## config.mk

```make
export PLATFORM = sky130hd
export DESIGN_NAME = addr_buff_reader
export DESIGN_NICKNAME = d
export VERILOG_FILES = /design/src/rtl/addr_buff_pkg.sv /design/src/rtl/addr_skid_fifo.sv /design/src/rtl/addr_buff_reader.sv
export SDC_FILE = /design/constraint.sdc
export NUM_CORES = 1
export LEC_CHECK = 0
export CAP_MARGIN = 20
export CORE_MARGIN = 5
export CORE_UTILIZATION = 40
export DETAILED_ROUTE_END_ITERATION = 10
export GPL_TIMING_DRIVEN = 0
export PLACE_DENSITY = 0.65
export SLEW_MARGIN = 15
export SYNTH_ARGS = -nofsm -noshare
export SYNTH_HDL_FRONTEND = slang
export SYNTH_SLANG_ARGS = --single-unit
```

## constraint.sdc

```tcl
create_clock -name clk -period 3.46 [get_ports clk]
set_input_delay 0.692 -clock clk [delete_from_list [all_inputs] [get_ports clk]]
set_output_delay 0.692 -clock clk [all_outputs]
set_load 0.02 [all_outputs]
```

## src/rtl/addr_buff_pkg.sv

```systemverilog
// Shared types, default parameters and width helpers for the banked address-buffer reader.
package addr_buff_pkg;

  localparam int DEF_SRAM_DEPTH = 1024;
  localparam int DEF_BAND_WIDTH = 16;
  localparam int DEF_DATA_WIDTH = 10;

  localparam int FIFO_DEPTH = 3;
  localparam int FIFO_CNT_W = $clog2(FIFO_DEPTH + 1);
  localparam int FIFO_PTR_W = $clog2(FIFO_DEPTH);

  typedef enum logic [1:0] {
    ST_IDLE  = 2'd0,
    ST_READ  = 2'd1,
    ST_DRAIN = 2'd2,
    ST_DONE  = 2'd3
  } rd_state_e;

  function automatic int entry_w(input int depth);
    return (depth > 1) ? $clog2(depth) : 1;
  endfunction

  function automatic int bank_w(input int banks);
    return (banks > 1) ? $clog2(banks) : 1;
  endfunction

  // A bank count must be able to represent a completely full bank.
  function automatic int cnt_w(input int depth);
    return entry_w(depth) + 1;
  endfunction

  function automatic int addr_w(input int depth, input int banks);
    return entry_w(depth) + bank_w(banks);
  endfunction

endpackage

```

## src/rtl/addr_skid_fifo.sv

```systemverilog
// Three-entry circular FIFO that absorbs read data while the downstream stream is stalled.
module addr_skid_fifo
  import addr_buff_pkg::*;
#(
  parameter int W = 8
) (
  input  logic                  clk,
  input  logic                  rst,
  input  logic                  push,
  input  logic [W-1:0]          push_data,
  input  logic                  pop,
  output logic                  valid,
  output logic [W-1:0]          head,
  output logic [FIFO_CNT_W-1:0] count
);

  logic [W-1:0]          mem [FIFO_DEPTH];
  logic [FIFO_PTR_W-1:0] wr_ptr;
  logic [FIFO_PTR_W-1:0] rd_ptr;
  logic                  do_pop;

  function automatic logic [FIFO_PTR_W-1:0] ptr_inc(input logic [FIFO_PTR_W-1:0] p);
    return (p == FIFO_PTR_W'(FIFO_DEPTH - 1)) ? '0 : p + FIFO_PTR_W'(1);
  endfunction

  assign valid  = (count != '0);
  assign head   = mem[rd_ptr];
  assign do_pop = pop && valid;

  always_ff @(posedge clk) begin
    if (rst) begin
      // NOTE: storage is cleared as well so the head, and hence the stream data, reads zero out of reset.
      for (int i = 0; i < FIFO_DEPTH; i++) mem[i] <= '0;
      wr_ptr <= '0;
      rd_ptr <= '0;
      count  <= '0;
    end else begin
      if (push) begin
        mem[wr_ptr] <= push_data;
        wr_ptr      <= ptr_inc(wr_ptr);
      end
      if (do_pop) rd_ptr <= ptr_inc(rd_ptr);
      case ({push, do_pop})
        2'b10:   count <= count + FIFO_CNT_W'(1);
        2'b01:   count <= count - FIFO_CNT_W'(1);
        default: count <= count;
      endcase
    end
  end

endmodule

```

## src/rtl/addr_buff_reader.sv

```systemverilog
// Drains a banked address buffer: reads every valid entry bank by bank and streams the
// words downstream with their bank index, flagging the final word of the sweep.
module addr_buff_reader
  import addr_buff_pkg::*;
#(
  parameter int SRAM_DEPTH = DEF_SRAM_DEPTH,
  parameter int BAND_WIDTH = DEF_BAND_WIDTH,
  parameter int DATA_WIDTH = DEF_DATA_WIDTH
) (
  input  logic                                          clk,
  input  logic                                          rst,
  input  logic                                          start,
  input  logic [BAND_WIDTH-1:0][cnt_w(SRAM_DEPTH)-1:0]  bank_cnt,
  output logic                                          busy,
  output logic                                          done,
  output logic                                          enb,
  output logic [addr_w(SRAM_DEPTH, BAND_WIDTH)-1:0]     addrb,
  input  logic [DATA_WIDTH-1:0]                         dob,
  output logic                                          m_valid,
  input  logic                                          m_ready,
  output logic [DATA_WIDTH-1:0]                         m_data,
  output logic [bank_w(BAND_WIDTH)-1:0]                 m_bank,
  output logic                                          m_last
);

  localparam int EW = entry_w(SRAM_DEPTH);
  localparam int BW = bank_w(BAND_WIDTH);
  localparam int CW = cnt_w(SRAM_DEPTH);
  localparam int FW = DATA_WIDTH + BW + 1;
  localparam logic [CW-1:0] DEPTH_C = CW'(SRAM_DEPTH);

  rd_state_e                     state;
  logic [BAND_WIDTH-1:0][CW-1:0] cnt_q;
  logic [BAND_WIDTH-1:0][CW-1:0] cnt_clamped;
  logic [BW-1:0]                 bank_q;
  logic [EW-1:0]                 entry_q;
  logic                          in_flight_q;
  logic [BW-1:0]                 fl_bank_q;
  logic                          fl_last_q;
  logic [FIFO_CNT_W-1:0]         fifo_count;
  logic                          pop;
  logic                          first_any, next_any, last_entry, drain_done;
  logic [BW-1:0]                 first_bank, next_bank;

  // Lowest bank at or above lo holding a nonzero count, with a found flag on top.
  function automatic logic [BW:0] find_bank(input logic [BAND_WIDTH-1:0][CW-1:0] cnts,
                                            input int lo);
    logic [BW:0] r;
    r = '0;
    for (int i = BAND_WIDTH - 1; i >= 0; i--)
      if (i >= lo && cnts[i] != '0) r = {1'b1, BW'(i)};
    return r;
  endfunction

  always_comb begin
    // NOTE: every always_comb output is fully assigned on each pass so no latch is inferred.
    cnt_clamped = '0;
    for (int i = 0; i < BAND_WIDTH; i++)
      cnt_clamped[i] = (bank_cnt[i] > DEPTH_C) ? DEPTH_C : bank_cnt[i];
  end

  assign {first_any, first_bank} = find_bank(cnt_clamped, 0);
  assign {next_any, next_bank}   = find_bank(cnt_q, int'(bank_q) + 1);
  assign last_entry = (({1'b0, entry_q} + CW'(1)) == cnt_q[bank_q]);

  // Throttle so that buffered words plus reads still in the RAM pipe never exceed the FIFO.
  assign enb   = (state == ST_READ) &&
                 (({1'b0, fifo_count} + {{FIFO_CNT_W{1'b0}}, in_flight_q}) < (FIFO_CNT_W + 1)'(FIFO_DEPTH));
  assign addrb = {bank_q, entry_q};
  assign pop   = m_valid && m_ready;
  assign drain_done = !in_flight_q &&
                      (fifo_count == '0 || (fifo_count == FIFO_CNT_W'(1) && pop));

  always_ff @(posedge clk) begin
    if (rst) begin
      state       <= ST_IDLE;
      cnt_q       <= '0;
      bank_q      <= '0;
      entry_q     <= '0;
      in_flight_q <= 1'b0;
      fl_bank_q   <= '0;
      fl_last_q   <= 1'b0;
      busy        <= 1'b0;
      done        <= 1'b0;
    end else begin
      // NOTE: sequential state uses <= so every register here sees pre-edge values.
      in_flight_q <= enb;
      fl_bank_q   <= bank_q;
      fl_last_q   <= enb && last_entry && !next_any;
      done        <= 1'b0;
      case (state)
        ST_IDLE: begin
          if (start) begin
            cnt_q <= cnt_clamped;
            if (first_any) begin
              state   <= ST_READ;
              busy    <= 1'b1;
              bank_q  <= first_bank;
              entry_q <= '0;
            end else begin
              state <= ST_DONE;
              done  <= 1'b1;
            end
          end
        end
        ST_READ: begin
          if (enb) begin
            if (!last_entry) begin
              entry_q <= entry_q + EW'(1);
            end else if (next_any) begin
              bank_q  <= next_bank;
              entry_q <= '0;
            end else begin
              state <= ST_DRAIN;
            end
          end
        end
        ST_DRAIN: begin
          if (drain_done) begin
            state <= ST_DONE;
            busy  <= 1'b0;
            done  <= 1'b1;
          end
        end
        ST_DONE: begin
          state   <= ST_IDLE;
          bank_q  <= '0;
          entry_q <= '0;
        end
        default: state <= ST_IDLE;
      endcase
    end
  end

  addr_skid_fifo #(.W(FW)) u_fifo (
    .clk       (clk),
    .rst       (rst),
    .push      (in_flight_q),
    .push_data ({fl_last_q, fl_bank_q, dob}),
    .pop       (pop),
    .valid     (m_valid),
    .head      ({m_last, m_bank, m_data}),
    .count     (fifo_count)
  );

endmodule

```

# After elaboration in Yosys (flattened, before gate mapping)
# Memories as Yosys holds them, arrays and structs flattened. A register that Yosys moved wholly into a read port is not among the register bits.
# Cells that the tools add are included.
# Widths: inputs -> output; s select.
dict set report classes {
  add_sub_neg 8
  magnitude_cmp 34
  n_eq_ne 17
  mux 90
  n_reduce_logical 70
}
# op count
set op_table {}
lappend op_table {{$reduce_bool 11->1} 32}
lappend op_table {{$mux 11} 17}
lappend op_table {{$gt 11x11->1 const B} 16}
lappend op_table {{$mux 5} 32}
lappend op_table {{$mux 10} 5}
lappend op_table {{$bmux 11 s4} 1}
lappend op_table {{$ge 4x5->1 const A} 8}
lappend op_table {{$pmux 10 s3} 1}
lappend op_table {{$logic_and 1x1->1} 23}
lappend op_table {{$mux 2} 11}
lappend op_table {{$ge 3x5->1 const A} 4}
lappend op_table {{$mux 4} 5}
lappend op_table {{$mux 15} 1}
lappend op_table {{$reduce_or 15->1} 1}
lappend op_table {{$ne 2x2->1 const B} 7}
lappend op_table {{$mux 1} 12}
lappend op_table {{$pmux 4 s3} 1}
lappend op_table {{$add 10x1->11 const B} 1}
lappend op_table {{$eq 11x11->1} 1}
lappend op_table {{$add 10x1->10 const B} 1}
lappend op_table {{$eq 2x2->1 const B} 5}
lappend op_table {{$ge 1x5->1 const A} 2}
lappend op_table {{$ge 2x5->1 const A} 2}
lappend op_table {{$reduce_and 5->1} 2}
lappend op_table {{19 further kinds} 28}
dict set report word_totals {
  register_bits 206
  ramBits 45
  in_bits 190
  output_inout_bits 33
  n_memories 1
}
# memory words width rd rd_clocked_by_memory_dff write_ports line
set mem_list {}
lappend mem_list {u_fifo.mem 3 15 1 1 3 addr_skid_fifo.sv:17} ;# logic [W-1:0] mem [FIFO_DEPTH];

# Longest topological paths before layout
dict set report depth {
  word_depth 23
  ltp_mapped 14
  ltp_nobuf 10
}

# By module
# From an unflattened synthesis, not the netlist that was laid out.
dict set report hier_totals {
  hier_cells 1440
  area_unflattened_um2 13889.6
}
# mod n_inst cells_each area_each_um2 seq_area_each_um2
set modules_own_cells {}
lappend modules_own_cells {addr_buff_reader 1 1271 11026.8 4003.8}
lappend modules_own_cells {addr_skid_fifo 1 169 2862.7 1961.9}

# Worst setup path after synthesis
# OpenSTA, ideal clock, no wires.
dict set report synth_path {
  path_type {register -> register}
  startpoint {register bank_q[0]}
  endpoint {register bank_q[1]}
  setup_ns 0.121
  arrival_ns 3.289
  t_required_ns 3.339
  path_slack_ns 0.050
  path_stages_with_launch 14
  n_path_buf 3
  period_less_slack_ns 3.410
  cell_sequence {dfxtp_1 > buf_6 > buf_12 > buf_6 > inv_1 > ha_1 > nor3_1 > a31o_2 > a211oi_1 > or3_1 > or4_4 > nor3b_2 > o2bb2ai_4 > mux2_4}
}
dict set report synth_via {
  elab_chain_len 23
}
# element line
set synth_rtl {}
lappend synth_rtl {{start, declared} addr_buff_reader.sv:35} ;# logic [BW-1:0] bank_q;
lappend synth_rtl {{start signal, assigned} addr_buff_reader.sv:98} ;# bank_q <= first_bank;
lappend synth_rtl {{start signal, assigned} addr_buff_reader.sv:111} ;# bank_q <= next_bank;
lappend synth_rtl {{$add 4x1->5} addr_buff_reader.sv:63} ;# assign {next_any, next_bank} = find_bank(cnt_q, int'(bank_q) + 1);
lappend synth_rtl {{$ge 4x5->1} addr_buff_reader.sv:51} ;# if (i >= lo && cnts[i] != '0) r = {1'b1, BW'(i)};
lappend synth_rtl {{$logic_and 1x1->1} addr_buff_reader.sv:51}
lappend synth_rtl {{$mux 5 (16 in series)} addr_buff_reader.sv:51}
lappend synth_rtl {{$mux 4} addr_buff_reader.sv:110} ;# end else if (next_any) begin
lappend synth_rtl {{$mux 4} addr_buff_reader.sv:108} ;# if (!last_entry) begin
lappend synth_rtl {{$mux 4} addr_buff_reader.sv:107} ;# if (enb) begin
lappend synth_rtl {{$pmux 4 s3} addr_buff_reader.sv:91} ;# case (state)
# Several ways; a longest one is shown, not always the timed one. The select of a mux whose other input is x is not followed.
# A chain may end at the register's enable or synchronous reset.

# Worst setup path after layout
dict set report layout_path {
  startpoint {register bank_q[1]}
  endpoint {register bank_q[1]}
}
# Same word-level chain as after synthesis.

==> run metrics <==
status=finished clean; Post-Syn Instances=1,408; RSZ-0062 raised after global routing=true; post-layout util=0.5150; WL/cell=23.37 um; most common cell after layout, fill and taps aside=clkdlybuf4s50_1; most common flop cell mapped by yosys=dfxtp_1; largest net degree at the start of global routing=16; Worst setup startpoint=bank_q[1]$_SDFFE_PP0P_; Syn-to-layout area delta=28.23%; Worst Tran Pin Value=971.2 ps; Final min period=3398 ps; first-pass GRT wire length=75.20 mm; Final period util=0.9822; number of global-route vias before repair=12,570; Post-synth EDFFs=60; final hold violation count=0; ant diodes=0; DIE HEIGHT=195.6 um; Fillers=3,134; register area=5973 um2; drt initial violations=1,229; Final setup viols=0; Num Clock Sinks=268; LEAKAGE=6.140 nW; core box area=34,290 um2; gp weighted congestion=0.9818; MaxCap Viol Count=0; peak supply drop=0.4254 mV; Placed Cells=2,085; drt via density=5.977; reg2reg start=bank_q[1]$_SDFFE_PP0P_; total number of vias=12,780; relative slew slack=0.3525; TritonCTS clock tree=done; final WL=49.99 mm; Antenna Nets Post-Route=0; TritonCTS buffer count=29; Worst setup EP type=flop; #FFs+latches synth=268; Die Width=195.6 um; clock skew=35.81 ps; Final nets=1,865; # hold bufs at CTS=0; initial antenna violation count=2; layout cells sized above 1=0.1045; Mapped Area=13,770 um2; Worst Setup Slack post-DPL=-511.7 ps; gr ovfl total=0; clk buf depth=3; register area share after synthesis=0.4332; Remaining DRCs=0; worst hold margin=473.2 ps; fmax=294.3 MHz; most frequent cells in the layout=clkdlybuf4s50_1 (221), dfxtp_1 (206), nand2_1 (167); worst endpoint required time=3890 ps; Rows=68; PnR worst setup slack=61.54 ps; area taken by multi-input logic gates=7357 um2; post-DP HPWL=39.25 mm; I/O pin count=223; GRT Overall Usage=0.2516; Initial DRT Pass Iterations=6; CP startpoint kind=flop; die area=38,240 um2; root buf cell=clkbuf_16; asr flop ratio synth=0; Crit Path Category=flop to flop; H-tree depth=1; HP Class=flop to flop; syn nets=1,612; library cells used by synthesis=82; fin cells=2,139; Syn. warnings=0; clock latency on the worst-skew pair=570 ps; hold path startpoint=cnt_q[52]$_SDFFE_PP0P_; CP max FO=10; Max Slew Vio Count=0; Starting Density=0.4017; CP arrival=3830 ps; Syn Area/Cell=9.781 um2; PwrDens=617.8 nW/um2; I/O Buffers=221; Clk pin slew, worst setup/hold paths=60 ps
[area by class of cell]
cell class / count / share of cell area
multi-input cells: 1032 / 0.4166
flip-flops and latches: 268 / 0.3382
plain buffers: 84 / 0.02430
repair buffers: 223 / 0.1260
clock inverters: 15 / 0.01226
clock buffers: 39 / 0.04549
inverters: 23 / 0.004889
well taps: 455 / 0.03224
[state kept, by name (all words and copies together) (netlist names), named ones only]
| signal | count |
|---|---|
| u_fifo.mem | 60 |
| bank_q | 4 |
| u_fifo.count | 2 |
| state | 2 |
| busy | 1 |
| done | 1 |
| entry_q | 10 |
| fl_bank_q | 4 |
| u_fifo.rd_ptr | 2 |
| cnt_q | 176 |
| u_fifo.wr_ptr | 2 |
| in_flight_q | 1 |
| fl_last_q | 1 |
[where the power goes]
group | switching (mW) | total, mW | internal, mW
registers | 0.363 | 3.89 | 3.53
logic | 2.19 | 3.71 | 1.51
clock network | 1.31 | 3.31 | 2.00
[through the flow]
| step | cell area [um2] | power (mW) | setup TNS (ps) |
|---|---|---|---|
| after global placement | 16550 | 7.454 | -8647 |
| after detailed placement | 16560 | 7.509 | -10020 |
| after CTS | 17640 | 10.86 | 0 |
| after global routing | 17660 | 11.36 | -4.392 |
| final | 17660 | 10.91 | 0 |
| after floorplan | 13770 | 6.100 | 0 |
[Yosys cell counts (6+ instances only)]
library cell / count / area, um2
nand3_1: 24 / 120.1
clkbuf_1: 63 / 236.5
and3_1: 12 / 75.07
xnor2_1: 11 / 96.34
o211ai_1: 8 / 60.06
mux4_2: 61 / 1374
xor2_1: 10 / 87.58
nand2_1: 167 / 626.9
dfxtp_1: 208 / 4164
buf_6: 8 / 90.09
edfxtp_1: 60 / 1802
and2_1: 49 / 306.5
buf_2: 8 / 40.04
o21ai_0: 9 / 45.04
or4_1: 11 / 82.58
nor2b_1: 6 / 37.54
nand3b_1: 102 / 765.7
nor3_1: 37 / 185.2
inv_1: 21 / 78.83
nor4_1: 64 / 400.4
nor2_1: 105 / 394.1
a31oi_1: 6 / 37.54
a22oi_1: 61 / 457.9
nand4_1: 9 / 56.30
a21oi_1: 146 / 730.7
ha_1: 14 / 175.2
and4bb_2: 6 / 75.07
mux2i_1: 18 / 180.2
[logic make-up after synthesis]
family | count (synthesis) | share of synthesized area
and+or+nand+nor | 627 | 0.2522
adders and majority gates | 14 | 0.01272
xor gates and xnor gates | 22 | 0.01454
AOI/OAI and AO/OA | 287 | 0.1356
DFF | 268 | 0.4332
buffers and inverters | 108 | 0.03598
muxes | 82 | 0.1158
[path summary, 6_finish.rpt]
| check | to | depth (start not counted) | slack (ps) |
|---|---|---|---|
| setup / recovery | bank_q[1]$_SDFFE_PP0P_ | 12 | 60 |
| hold reg to reg | cnt_q[52]$_SDFFE_PP0P_ | 2 | 470 |
| hold / removal | cnt_q[52]$_SDFFE_PP0P_ | 2 | 470 |
| setup reg to reg | bank_q[1]$_SDFFE_PP0P_ | 12 | 60 |
[timing repair]
item	4_1_cts	5_1_grt
setup buffers	0	1
setup endpoints to repair	27	26
pin swaps	1	5
resized for setup	19	6
[critical path, cell delays in order (launching register included)]
cell and delay, ps:
dfxtp_4 410, buf_6 180, buf_4 230, inv_2 140, ha_1 290, nor3_4 230, a31o_2 180, a211oi_1 100
or3_1 370, or4_4 470, nor3b_2 200, o2bb2ai_4 150, mux2_4 320
[routing by layer]
metal,track usage,routed length [um],vias to the layer above,part of all wire
met4,0.09956,2374,2,0.047
met2,0.4055,23070,683,0.46
met5,0,14,-,0.00028
li1,-,-,5817,-
met3,0.05694,4573,149,0.091
met1,0.3296,19950,6133,0.40
(Power assumes the default switching activity.)
